`src/rtl/reorder_buffer.sv`:
```
// reorder_buffer
// In-order retirement buffer for a dual-issue core. Up to two renamed
// instructions enter per cycle at the tail. Completion is reported out of
// order through two writeback ports. Up to two completed instructions
// retire per cycle from the head, in program order.
//
// Ports:
//   clk, rst                  clock, synchronous active-high reset
//   disp_*_0 / disp_*_1       dispatch slots (slot 1 is the younger one)
//   disp_ready_0/1            slot accepted when its valid is high
//   disp_idx_0/1              ROB index assigned to each slot
//   wb_valid_0/1, wb_idx_0/1  completion reports
//   flush                     discard every in-flight entry
//   commit_*_0/1              retiring entry (committed RAT update)
//   free_valid_0/1, free_preg_0/1  previous mapping of rd to release
//   rob_count, rob_empty, rob_full  occupancy status
`timescale 1ns/1ps
module reorder_buffer #(
  parameter int DEPTH     = 16,
  parameter int IDX_WIDTH = 4,
  parameter int TAG_WIDTH = 6
) (
  input  logic                 clk,
  input  logic                 rst,
  input  logic                 disp_valid_0,
  input  logic                 disp_has_rd_0,
  input  logic [4:0]           disp_rd_0,
  input  logic [TAG_WIDTH-1:0] disp_preg_0,
  input  logic [TAG_WIDTH-1:0] disp_old_preg_0,
  input  logic                 disp_valid_1,
  input  logic                 disp_has_rd_1,
  input  logic [4:0]           disp_rd_1,
  input  logic [TAG_WIDTH-1:0] disp_preg_1,
  input  logic [TAG_WIDTH-1:0] disp_old_preg_1,
  output logic                 disp_ready_0,
  output logic                 disp_ready_1,
  output logic [IDX_WIDTH-1:0] disp_idx_0,
  output logic [IDX_WIDTH-1:0] disp_idx_1,
  input  logic                 wb_valid_0,
  input  logic                 wb_valid_1,
  input  logic [IDX_WIDTH-1:0] wb_idx_0,
  input  logic [IDX_WIDTH-1:0] wb_idx_1,
  input  logic                 flush,
  output logic                 commit_valid_0,
  output logic                 commit_valid_1,
  output logic [4:0]           commit_rd_0,
  output logic [4:0]           commit_rd_1,
  output logic [TAG_WIDTH-1:0] commit_preg_0,
  output logic [TAG_WIDTH-1:0] commit_preg_1,
  output logic                 free_valid_0,
  output logic                 free_valid_1,
  output logic [TAG_WIDTH-1:0] free_preg_0,
  output logic [TAG_WIDTH-1:0] free_preg_1,
  output logic [IDX_WIDTH:0]   rob_count,
  output logic                 rob_empty,
  output logic                 rob_full
);

  localparam logic [IDX_WIDTH:0] L_DEPTH = (IDX_WIDTH+1)'(DEPTH);
  localparam logic [IDX_WIDTH:0] L_LIM0  = (IDX_WIDTH+1)'(DEPTH - 1);
  localparam logic [IDX_WIDTH:0] L_LIM1  = (IDX_WIDTH+1)'(DEPTH - 2);

  // Control state
  logic [IDX_WIDTH-1:0] r_head;
  logic [IDX_WIDTH-1:0] r_tail;
  logic [IDX_WIDTH:0]   r_count;
  logic [DEPTH-1:0]     r_valid;
  logic [DEPTH-1:0]     r_done;

  // Entry payload (not reset; only meaningful while valid is set)
  logic [DEPTH-1:0]     r_has_rd;
  logic [4:0]           r_rd       [DEPTH];
  logic [TAG_WIDTH-1:0] r_preg     [DEPTH];
  logic [TAG_WIDTH-1:0] r_old_preg [DEPTH];

  logic [IDX_WIDTH-1:0] w_head1;
  logic [IDX_WIDTH-1:0] w_tail1;
  logic                 w_acc_0;
  logic                 w_acc_1;
  logic [1:0]           w_n_acc;
  logic [1:0]           w_n_com;

  // DEPTH is a power of two, so natural IDX_WIDTH overflow is the wrap.
  assign w_head1 = r_head + IDX_WIDTH'(1);
  assign w_tail1 = r_tail + IDX_WIDTH'(1);

  // Readiness looks only at the registered count; space released by a
  // same-cycle commit is not reused, so the tail never lands on the head.
  assign disp_ready_0 = (r_count <= L_LIM0);
  assign disp_ready_1 = disp_valid_0 && (r_count <= L_LIM1);
  assign disp_idx_0   = r_tail;
  assign disp_idx_1   = w_tail1;

  assign w_acc_0 = disp_valid_0 && disp_ready_0 && !flush;
  assign w_acc_1 = disp_valid_1 && disp_ready_1 && !flush;
  assign w_n_acc = w_acc_1 ? 2'd2 : (w_acc_0 ? 2'd1 : 2'd0);

  assign commit_valid_0 = r_valid[r_head] && r_done[r_head] && !flush;
  assign commit_valid_1 = commit_valid_0 && r_valid[w_head1] && r_done[w_head1];
  assign w_n_com = commit_valid_1 ? 2'd2 : (commit_valid_0 ? 2'd1 : 2'd0);

  assign commit_rd_0   = r_has_rd[r_head]  ? r_rd[r_head]  : 5'd0;
  assign commit_rd_1   = r_has_rd[w_head1] ? r_rd[w_head1] : 5'd0;
  assign commit_preg_0 = r_preg[r_head];
  assign commit_preg_1 = r_preg[w_head1];

  // x0 has no rename mapping, so nothing is released for it.
  assign free_valid_0 = commit_valid_0 && r_has_rd[r_head]  && (r_rd[r_head]  != 5'd0);
  assign free_valid_1 = commit_valid_1 && r_has_rd[w_head1] && (r_rd[w_head1] != 5'd0);
  assign free_preg_0  = r_old_preg[r_head];
  assign free_preg_1  = r_old_preg[w_head1];

  assign rob_count = r_count;
  assign rob_empty = (r_count == '0);
  assign rob_full  = (r_count == L_DEPTH);

  always_ff @(posedge clk) begin
    if (rst || flush) begin
      r_head  <= '0;
      r_tail  <= '0;
      r_count <= '0;
      r_valid <= '0;
      r_done  <= '0;
    end else begin
      // Later assignments win: writeback, then commit clear, then dispatch.
      if (wb_valid_0 && r_valid[wb_idx_0]) r_done[wb_idx_0] <= 1'b1;
      if (wb_valid_1 && r_valid[wb_idx_1]) r_done[wb_idx_1] <= 1'b1;
      if (commit_valid_0) begin
        r_valid[r_head] <= 1'b0;
        r_done[r_head]  <= 1'b0;
      end
      if (commit_valid_1) begin
        r_valid[w_head1] <= 1'b0;
        r_done[w_head1]  <= 1'b0;
      end
      if (w_acc_0) begin
        r_valid[r_tail] <= 1'b1;
        r_done[r_tail]  <= 1'b0;
      end
      if (w_acc_1) begin
        r_valid[w_tail1] <= 1'b1;
        r_done[w_tail1]  <= 1'b0;
      end
      r_head  <= r_head + {{(IDX_WIDTH-2){1'b0}}, w_n_com};
      r_tail  <= r_tail + {{(IDX_WIDTH-2){1'b0}}, w_n_acc};
      r_count <= r_count + {{(IDX_WIDTH-1){1'b0}}, w_n_acc}
                         - {{(IDX_WIDTH-1){1'b0}}, w_n_com};
    end
  end

  always_ff @(posedge clk) begin
    if (w_acc_0) begin
      r_has_rd[r_tail]   <= disp_has_rd_0;
      r_rd[r_tail]       <= disp_rd_0;
      r_preg[r_tail]     <= disp_preg_0;
      r_old_preg[r_tail] <= disp_old_preg_0;
    end
    if (w_acc_1) begin
      r_has_rd[w_tail1]   <= disp_has_rd_1;
      r_rd[w_tail1]       <= disp_rd_1;
      r_preg[w_tail1]     <= disp_preg_1;
      r_old_preg[w_tail1] <= disp_old_preg_1;
    end
  end

endmodule

```
`config.mk`:
```
export PLATFORM = sky130hd
export DESIGN_NAME = reorder_buffer
export DESIGN_NICKNAME = d
export VERILOG_FILES = /design/src/rtl/reorder_buffer.sv
export SDC_FILE = /design/constraint.sdc
export NUM_CORES = 1
export LEC_CHECK = 0
export BUFFER_PORTS_ARGS = -buffer_cell sky130_fd_sc_hd__buf_2
export CAP_MARGIN = 20
export CORE_ASPECT_RATIO = 1.25
export CORE_MARGIN = 5
export CORE_UTILIZATION = 58
export CTS_BUF_LIST = sky130_fd_sc_hd__clkbuf_2
export CTS_CLUSTER_DIAMETER = 80
export DETAILED_ROUTE_END_ITERATION = 6
export GPL_ROUTABILITY_DRIVEN = 0
export HOLD_SLACK_MARGIN = 0.05
export PLACE_DENSITY = 0.79
export SYNTH_ARGS = -nofsm -noshare
export SYNTH_HDL_FRONTEND = slang
export SYNTH_SLANG_ARGS = --single-unit
```
`constraint.sdc`:
```
create_clock -name clk -period 5.3 [get_ports clk]
set_input_delay 0.53 -clock clk [delete_from_list [all_inputs] [get_ports clk]]
set_output_delay 0.53 -clock clk [all_outputs]
set_load 0.03 [all_outputs]
```
==> summary.md, run 1 <==
| Metric | Value |
|---|---|
| CTS buffer count | 85 |
| Core area | 34500 µm² |
| Failing checks | design-rule violations |
| Critical R2R Launch | r_head[1] |
| DRC Markers | 1 |
| Clock sink total | around 330 |
| Max stage delay cell, worst path | dfxtp_4 |
| Synth Cell Area | 20300 µm² |
| Mapped Cells | about 1400 |
| Period utilization | 95.3% |
| Final Hold Viols | 0 |
| Synth Flop Type | edfxtp_1 |
| Routed len/inst | 28.9 µm |
| Htree depth | 3 |
| Root buf cell | clkbuf_2 |
| Sw frac | a little over a quarter |
| 1st-iter DRT viols | ~2000 |
| Initial antenna violation count | 3 |
| Later-pin clock latency in the skew report | around 0.97 ns |
| Crit path largest cell delay | approximately 0.69 ns |
| Ys Warns | 0 |
| Clock network fraction of design power | between 30% and 40% |
| DRT antenna net count | 0 |
| Worst VDD drop | about 170 µV |
| Initial Utilization | between 50% and 60% |
| Mux contribution to synthesized area | 37.4% |
| EDFF count, synth | approximately 270 |
| Post-route setup TNS | 0 ns |
| Hold Crit Class | primary input to flop |
| Sequential share of power | 57.4% |
| CTS Buffer Depth | 3 |
| Full die area | between 30000 and 40000 µm² |
| Part of the power in combinational logic | 9.5% |
| Synth Area in Compound Gates | under 10% |
| Reg-to-reg endpoint | rob_count[4] |
| GRT overflow | 0 |
| FF-to-FF setup slack | 1.21 ns |
| Largest net degree at the start of global routing | 64 |
| Area grow syn2layout | 9.15% |
| Max Clock Skew | approximately 0.10 ns |
| Commonest non-fill, non-tap cell in the layout | mux2_2 |
| Fin nets | roughly 1600 |
| Final Power | roughly 0.005 W |
| Chip height | 219 µm |
| # rows | 76 |
| Hold Path End | r_preg[8][3] |
| Sequential-to-total area share from yosys stat | 46.3% |
| Worst-Margin Slew | approximately 1.2 ns |
| Post-route minimum period | around 5 ns |
| Syn avg cell area | roughly 14 µm² |
| RSZ-0062 raised after global routing | no |
| Max-cap violations | 0 |
| Cell count of the worst hold path | 2 |
| Cells along the critical path | inv_1 > ha_4 > buf_4 > mux4_2 > mux4_2 > o311a_1 > buf_2 |
| Worst setup EP type | primary output |
| Number of global-route vias before repair | between 10000 and 15000 |
| Setup violators final | 0 |
| Most frequent cell on the critical path | mux4_2 |
| Max FO, Critical Path | 32 |
| Maximum clock frequency | 0.198 GHz |
| Int Pwr | about 0.0037 W |
| Register bit total from synthesis | 333 |
| Critical path class | flop to primary output |
| Most frequent cells in the layout | 273 x mux2_2, 272 x edfxtp_1, 190 x mux4_2 |
| DR vias/cell | slightly below 7 |
| GRT Overall Usage | a little under a third |
| # fillers | ~2500 |
| Adder-Cell Fraction of Synth Area | around 1.8% |
| Worst Path Arrival | ~4.5 ns |
| Switching power | ~0.0014 W |
| Detailed Route WL | about 59000 µm |
| First-pass GRT wire length | between 80000 and 90000 µm |
| Final Core Density | roughly 64% |
| Final Max Tran Viols | 0 |
| Hold path startpoint | disp_preg_0[3] |
| Largest family of logic cells by synthesized area | multiplexers |
| Post-Synth XOR/XNOR Area | less than 1% |
| Drt pass-1 iters | 7 |
| Data required time of the worst path | between 4 and 5 ns |
| CTS tree | done |
| Setup crit start kind | flop |
| Num ports | approximately 110 |
| Port Buffer Count | between 100 and 150 |
| Relative slew slack | 22.0% |
| Pwr Density | roughly 230 nW/µm² |
| Yosys cell types | 57 |
| Status | finished, violations left |
| Worst-path clk slew | 0.11 ns |
| Layout cell share with drive strength beyond 1 | approximately half |
| Syn_nets | around 1500 |
| DP Wirelength | 36700 µm |
| Worst R2R Path Depth | 14 |
| Die Wd | between 150 and 200 µm |
| LEAKAGE | about 7.4 nW |
| Post-Synth Simple-Gate Area | 6.03% |
| Async S/R FF share, synth | 0% |
| Vias after detailed routing | about 14000 |
==> state kept, by name (all words and copies together), names as in the netlist <==
register	cells
r_old_preg	96
r_preg	96
r_rd	80
r_done	16
r_has_rd	16
r_valid	16
rob_count	5
disp_idx_0	4
r_head	4
==> worst max-delay path: cells and delay by family (launching register included) <==
family / cells / cell delay [ns]
multiplexers: 2 / 1.06
buffers and inverters: 3 / 0.89
adder cells (fa/ha/maj): 1 / 0.54
AO/OA/AOI/OAI: 1 / 0.36
flip-flops: 1 / 0.69
==> power by group through the flow <==
stage	combinational, W	clock [W]	sequential, W
final	0.000476	0.00166	0.00288
after global routing	0.000510	0.00181	0.00288
after CTS	0.000473	0.00168	0.00288
after detailed placement	0.000460	0	0.00294
after global placement	0.000448	0	0.00293
after floorplan	0.000314	0	0.00294
==> cell usage after synthesis, types with 4 or more instances <==
library cell  instances  share of area (%)
o22ai_1               6               0.19
ha_1                 22                1.4
o31ai_1               5               0.19
dfxtp_1              61                6.0
nand2b_1              8               0.25
and2_1               18               0.56
a31oi_1              10               0.31
o2bb2ai_1             4               0.17
o2111ai_1             4               0.17
nor2b_1              14               0.43
mux2i_1              24                1.2
inv_1                32               0.59
mux2_2              273                 15
nand2_1              92                1.7
edfxtp_1            272                 40
nor2_1               36               0.67
o311a_1               4               0.20
a41oi_1               5               0.22
nand3_1              13               0.32
buf_2                30               0.74
a21oi_1              28               0.69
mux4_2              190                 21
o32ai_1               7               0.30
o211ai_1             12               0.44
nor3b_1               4               0.15
and3_1               10               0.31
buf_1                12               0.22
buf_4                 6               0.22
nor4_1               10               0.31
clkbuf_1             84                1.6
o21ai_0              36               0.89
nand3b_1              4               0.15
xnor2_1               8               0.35
nor3_1               20               0.49
and4_1                5               0.22
fa_1                  4               0.39
==> what timing repair did <==
action,4_1_cts,5_1_grt
gates resized for setup,0,0
setup buffers,0,0
hold buffers,12,0
endpoints found under the hold margin,41,0
==> per-layer routing <==
metal	wire, µm	up-vias	track usage (%)
li1	-	5906	-
met2	29800	1020	51.7
met5	0	-	0
met3	5910	224	5.79
met4	3140	0	15.9
met1	20400	7144	37.8
==> final cells by class <==
class                      count  area [µm²]  share of cell area (%)
clock inverter                19        78.8                   0.356
multi-input combinational    911       10300                    46.6
antenna                        4        10.0                  0.0452
inverter                      32         120                   0.543
tap                          468         586                    2.65
clock buffer                 122         611                    2.76
sequential                   333        9400                    42.5
timing repair buffer         164        1020                    4.60
==> logic make-up (layout without fill, tap and decap cells) <==
| group | Yosys count | after routing |
|---|---|---|
| buffers and inverters | 166 | 337 |
| XOR/XNOR | 11 | 11 |
| other | 0 | 4 |
| AND/OR/NAND/NOR | 247 | 247 |
| AO/OA/AOI/OAI | 140 | 140 |
| flip-flops | 333 | 333 |
| multiplexers | 487 | 487 |
| adder cells (fa/ha/maj) | 26 | 26 |
==> worst max-delay path by stage <==
stage,startpoint,to,slack (ns)
finish,r_head[1],free_valid_1,0.25
global route,r_head[1],free_valid_1,0.08
CTS,r_head[1],free_valid_1,0.19
detailed placement,r_head[1],free_valid_1,1.22
global placement,r_head[1],free_valid_1,1.31
floorplan,r_head[1],rob_count[3],0.10
==> stage by stage <==
stage	std cells	setup WS [ns]	instance area (µm²)	hold slack (ns)
after floorplan	1410	0.101	20300	0.467
after global placement	1895	1.31	21300	0.509
after detailed placement	1895	1.22	21300	0.521
after CTS	2048	0.193	22100	0.0525
after global routing	2052	0.0789	22100	0.106
final	2053	0.250	22100	0.0891
(Power assumes the default switching activity.)
==> run 2, diff against run 1 <==
==> constraint.sdc (replaced) <==
create_clock -name clk -period 4.4 [get_ports clk]
set_input_delay 0.44 -clock clk [delete_from_list [all_inputs] [get_ports clk]]
set_output_delay 0.44 -clock clk [all_outputs]
set_load 0.03 [all_outputs]
==> run 2 against run 1 <==
The run now ends clean. Combinational power rose by 30%. Flip-flop and latch count did not move. Global-route usage fell by 0.11 points. Register-to-register slack worse by 0.67 ns. Critical path depth unchanged. Total power grew 26%. Utilization is 3.0 points higher. Critical path type unchanged.
==> summary.md, run 2 (synthesis results as in run 1) <==
| Metric | Value |
|---|---|
| Status | completed (was finished, violations left) |
| # rows | 76 (unchanged) |
| Worst VDD drop | 178 µV (was 166 µV) |
| Post-route setup TNS | 0 ns (unchanged) |
| Max-cap violations | 0 (unchanged) |
| Fin nets | 1676 (was 1604) |
| CTS Buffer Depth | 3 (unchanged) |
| Final Core Density | 67.1% (was 64.1%) |
| Most frequent cells in the layout | 273 x mux2_2, 272 x edfxtp_1, 190 x mux4_2 (unchanged) |
| Final Non-Filler Cells | 2134 (was 2053) |
| Multi-input logic area | 10400 µm² (was 10300 µm²) |
| Area grow syn2layout | 14.2% (was 9.15%) |
| Data required time of the worst path | 3.96 ns (was 4.77 ns) |
| Later-pin clock latency in the skew report | 0.96 ns (was 0.97 ns) |
| Full die area | 38800 µm² (unchanged) |
| FF-to-FF setup slack | 0.54 ns (was 1.21 ns) |
| Hold path startpoint | disp_valid_1 (was disp_preg_0[3]) |
| Commonest non-fill, non-tap cell in the layout | mux2_2 (unchanged) |
| Setup crit start kind | flop (unchanged) |
| Num ports | 106 (unchanged) |
| Routed len/inst | 27.7 µm (was 28.9 µm) |
| Root buf cell | clkbuf_2 (unchanged) |
| CTS buffer count | 83 (was 85) |
| LEAKAGE | 7.78 nW (was 7.37 nW) |
| Port Buffer Count | 105 (unchanged) |
| Crit path largest cell delay | 0.59 ns (was 0.69 ns) |
| Worst Path Arrival | 3.83 ns (was 4.52 ns) |
| Core area | 34500 µm² (unchanged) |
| Cells along the critical path | buf_12 > ha_1 > xnor2_4 > buf_4 > mux4_2 > o311a_1 > buf_2 (was inv_1 > ha_4 > buf_4 > mux4_2 > mux4_2 > o311a_1 > buf_2) |
| Detailed Route WL | 59100 µm (was 59300 µm) |
| Sequential cell area | 9400 µm² (unchanged) |
| # fillers | 2372 (was 2515) |
| Period utilization | between 90% and 100% |
| Worst-Margin Slew | 1.07 ns (was 1.17 ns) |
| DR vias/cell | 6.85 (was 6.96) |
| DRC Markers | 0 (was 1) |
| Hold Path End | disp_idx_0[0] (was r_preg[8][3]) |
| 1st-iter DRT viols | 1819 (was 2002) |
| Switching power | 0.00168 W (was 0.00136 W) |
| Final Hold Viols | 0 (unchanged) |
| Vias after detailed routing | 14600 (was 14300) |
| Int Pwr | 0.00467 W (was 0.00366 W) |
| Sequential share of power | 54.6% (was 57.4%) |
| Final Max Tran Viols | 0 (unchanged) |
| Sw frac | 26.4% (was 27.0%) |
| Layout cell share with drive strength beyond 1 | 47.7% (was 49.3%) |
| Part of the power in combinational logic | 9.7% (was 9.5%) |
| GRT overflow | 0 (unchanged) |
| Clock sink total | 333 (unchanged) |
| Worst-path clk slew | 0.12 ns (was 0.11 ns) |
| Critical path class | flop to primary output (unchanged) |
| Max FO, Critical Path | 9 (was 32) |
| Cell count of the worst hold path | 6 (was 2) |
| Crit path max-delay family | buffers and inverters (was multiplexers) |
| Reg-to-reg endpoint | r_old_preg[8][3] (was rob_count[4]) |
| Final Power | 0.00635 W (was 0.00502 W) |
| Setup violators final | 0 (unchanged) |
| Worst Setup SP | r_head[0] (was r_head[1]) |
| Largest net degree at the start of global routing | 51 (was 64) |
| Critical R2R Launch | disp_idx_0[3] (was r_head[1]) |
| Hold Crit Class | primary input to flop (unchanged) |
| Pwr Density | 274 nW/µm² (was 227 nW/µm²) |
| First-pass GRT wire length | 89200 µm (was 88800 µm) |
| WHS | 0.159 ns (was 0.0891 ns) |
| Max Clock Skew | 0.0822 ns (was 0.103 ns) |
| Relative slew slack | 28.5% (was 22.0%) |
| Htree depth | 3 (unchanged) |
| DP Wirelength | 36400 µm (was 36700 µm) |
| Dpl cells | 1901 (was 1895) |
| Maximum clock frequency | roughly 0.23 GHz |
| Clock network fraction of design power | 35.7% (was 33.2%) |
| Top Registers | r_old_preg x96, r_preg x96, r_rd x80 (unchanged) |
| Initial Utilization | 58.7% (unchanged) |
| Worst R2R Path Depth | 6 (was 14) |
| Die Wd | 177 µm (unchanged) |
| Chip height | 219 µm (unchanged) |
| Worst setup EP type | primary output (unchanged) |
| Drt pass-1 iters | 5 (was 7) |
| DRT antenna net count | 0 (unchanged) |
| Buf/Inv on CP | 3 (unchanged) |
| Post-route minimum period | 4.27 ns |
| Number of global-route vias before repair | 15000 (was 14500) |
| Initial antenna violation count | 4 (was 3) |
| GRT Overall Usage | 30.5% (was 30.6%) |
| CTS tree | done (unchanged) |
| Max stage delay cell, worst path | mux4_2 (was dfxtp_4) |
run 2: changes by cell type in the layout (fill, tap and decap cells not counted), sizes merged:
cell / before / now
inv: 35 / 34
bufinv: 0 / 4
diode: 4 / 5
clkinv: 15 / 22
clkbuf: 122 / 120
dlygate4sd3: 12 / 74
bufbuf: 0 / 1
buf: 152 / 161
run 2: layer usage:
metal  up-vias  part of all wire (%)  GRT usage [%]
met2      1065                    50           50.3
met4         0                   5.3           15.4
met3       233                    11           7.48
met1      7247                    34           37.8
li1       6078                     -              -
met5         -                     0              0
run 2: cell type report:
cell class              count  area share [%]
clock inverters            29           0.945
clock buffers             118            2.55
diodes                      5          0.0540
multi-input cells         911            44.8
well taps                 468            2.53
inverters                  32           0.535
repair buffers            238            8.05
flip-flops and latches    333            40.6
run 2: timing repair:
action,4_1_cts,5_1_grt
pin swaps,1,0
endpoints found under the setup margin,19,3
hold endpoints to repair,312,0
buffers inserted,5,1
hold buffers,74,0
gates cloned,1,0
resized for setup,6,5
run 2: how the worst max path moves through the flow:
stage | endpoint | slack, ns | cells past startpoint
finish | free_valid_1 | 0.13 | 7
global route | free_valid_1 | -0.01 | 7
CTS | free_valid_0 | 0.002 | 6
detailed placement | rob_count[3] | 0.46 | 13
global placement | rob_count[4] | 0.56 | 14
floorplan | rob_count[4] | 0.06 | 21
run 2: power by group through the flow:
stage	clock network [W]	registers, W	logic [W]
finish	0.00227	0.00347	0.000617
global route	0.00247	0.00347	0.000662
detailed placement	0	0.00354	0.000562
global placement	0	0.00353	0.000545
floorplan	0	0.00354	0.000378
CTS	0.00232	0.00346	0.000612
run 2: worst register-to-register path, stage by stage (launching register included):
cell           delay (ns)
dfxtp_1              0.73
nor2b_1              0.59
nand2b_1             0.35
a21oi_2              0.57
buf_4                0.40
mux2_2               0.39
dlygate4sd3_1        0.56
run 2: per-stage QoR:
step                cell area [µm²]  setup WS, ns
finish                        23200         0.134
global route                  23200       -0.0139
CTS                           23100       0.00233
detailed placement            21400         0.464
global placement              21400         0.557
floorplan                     20300        0.0602
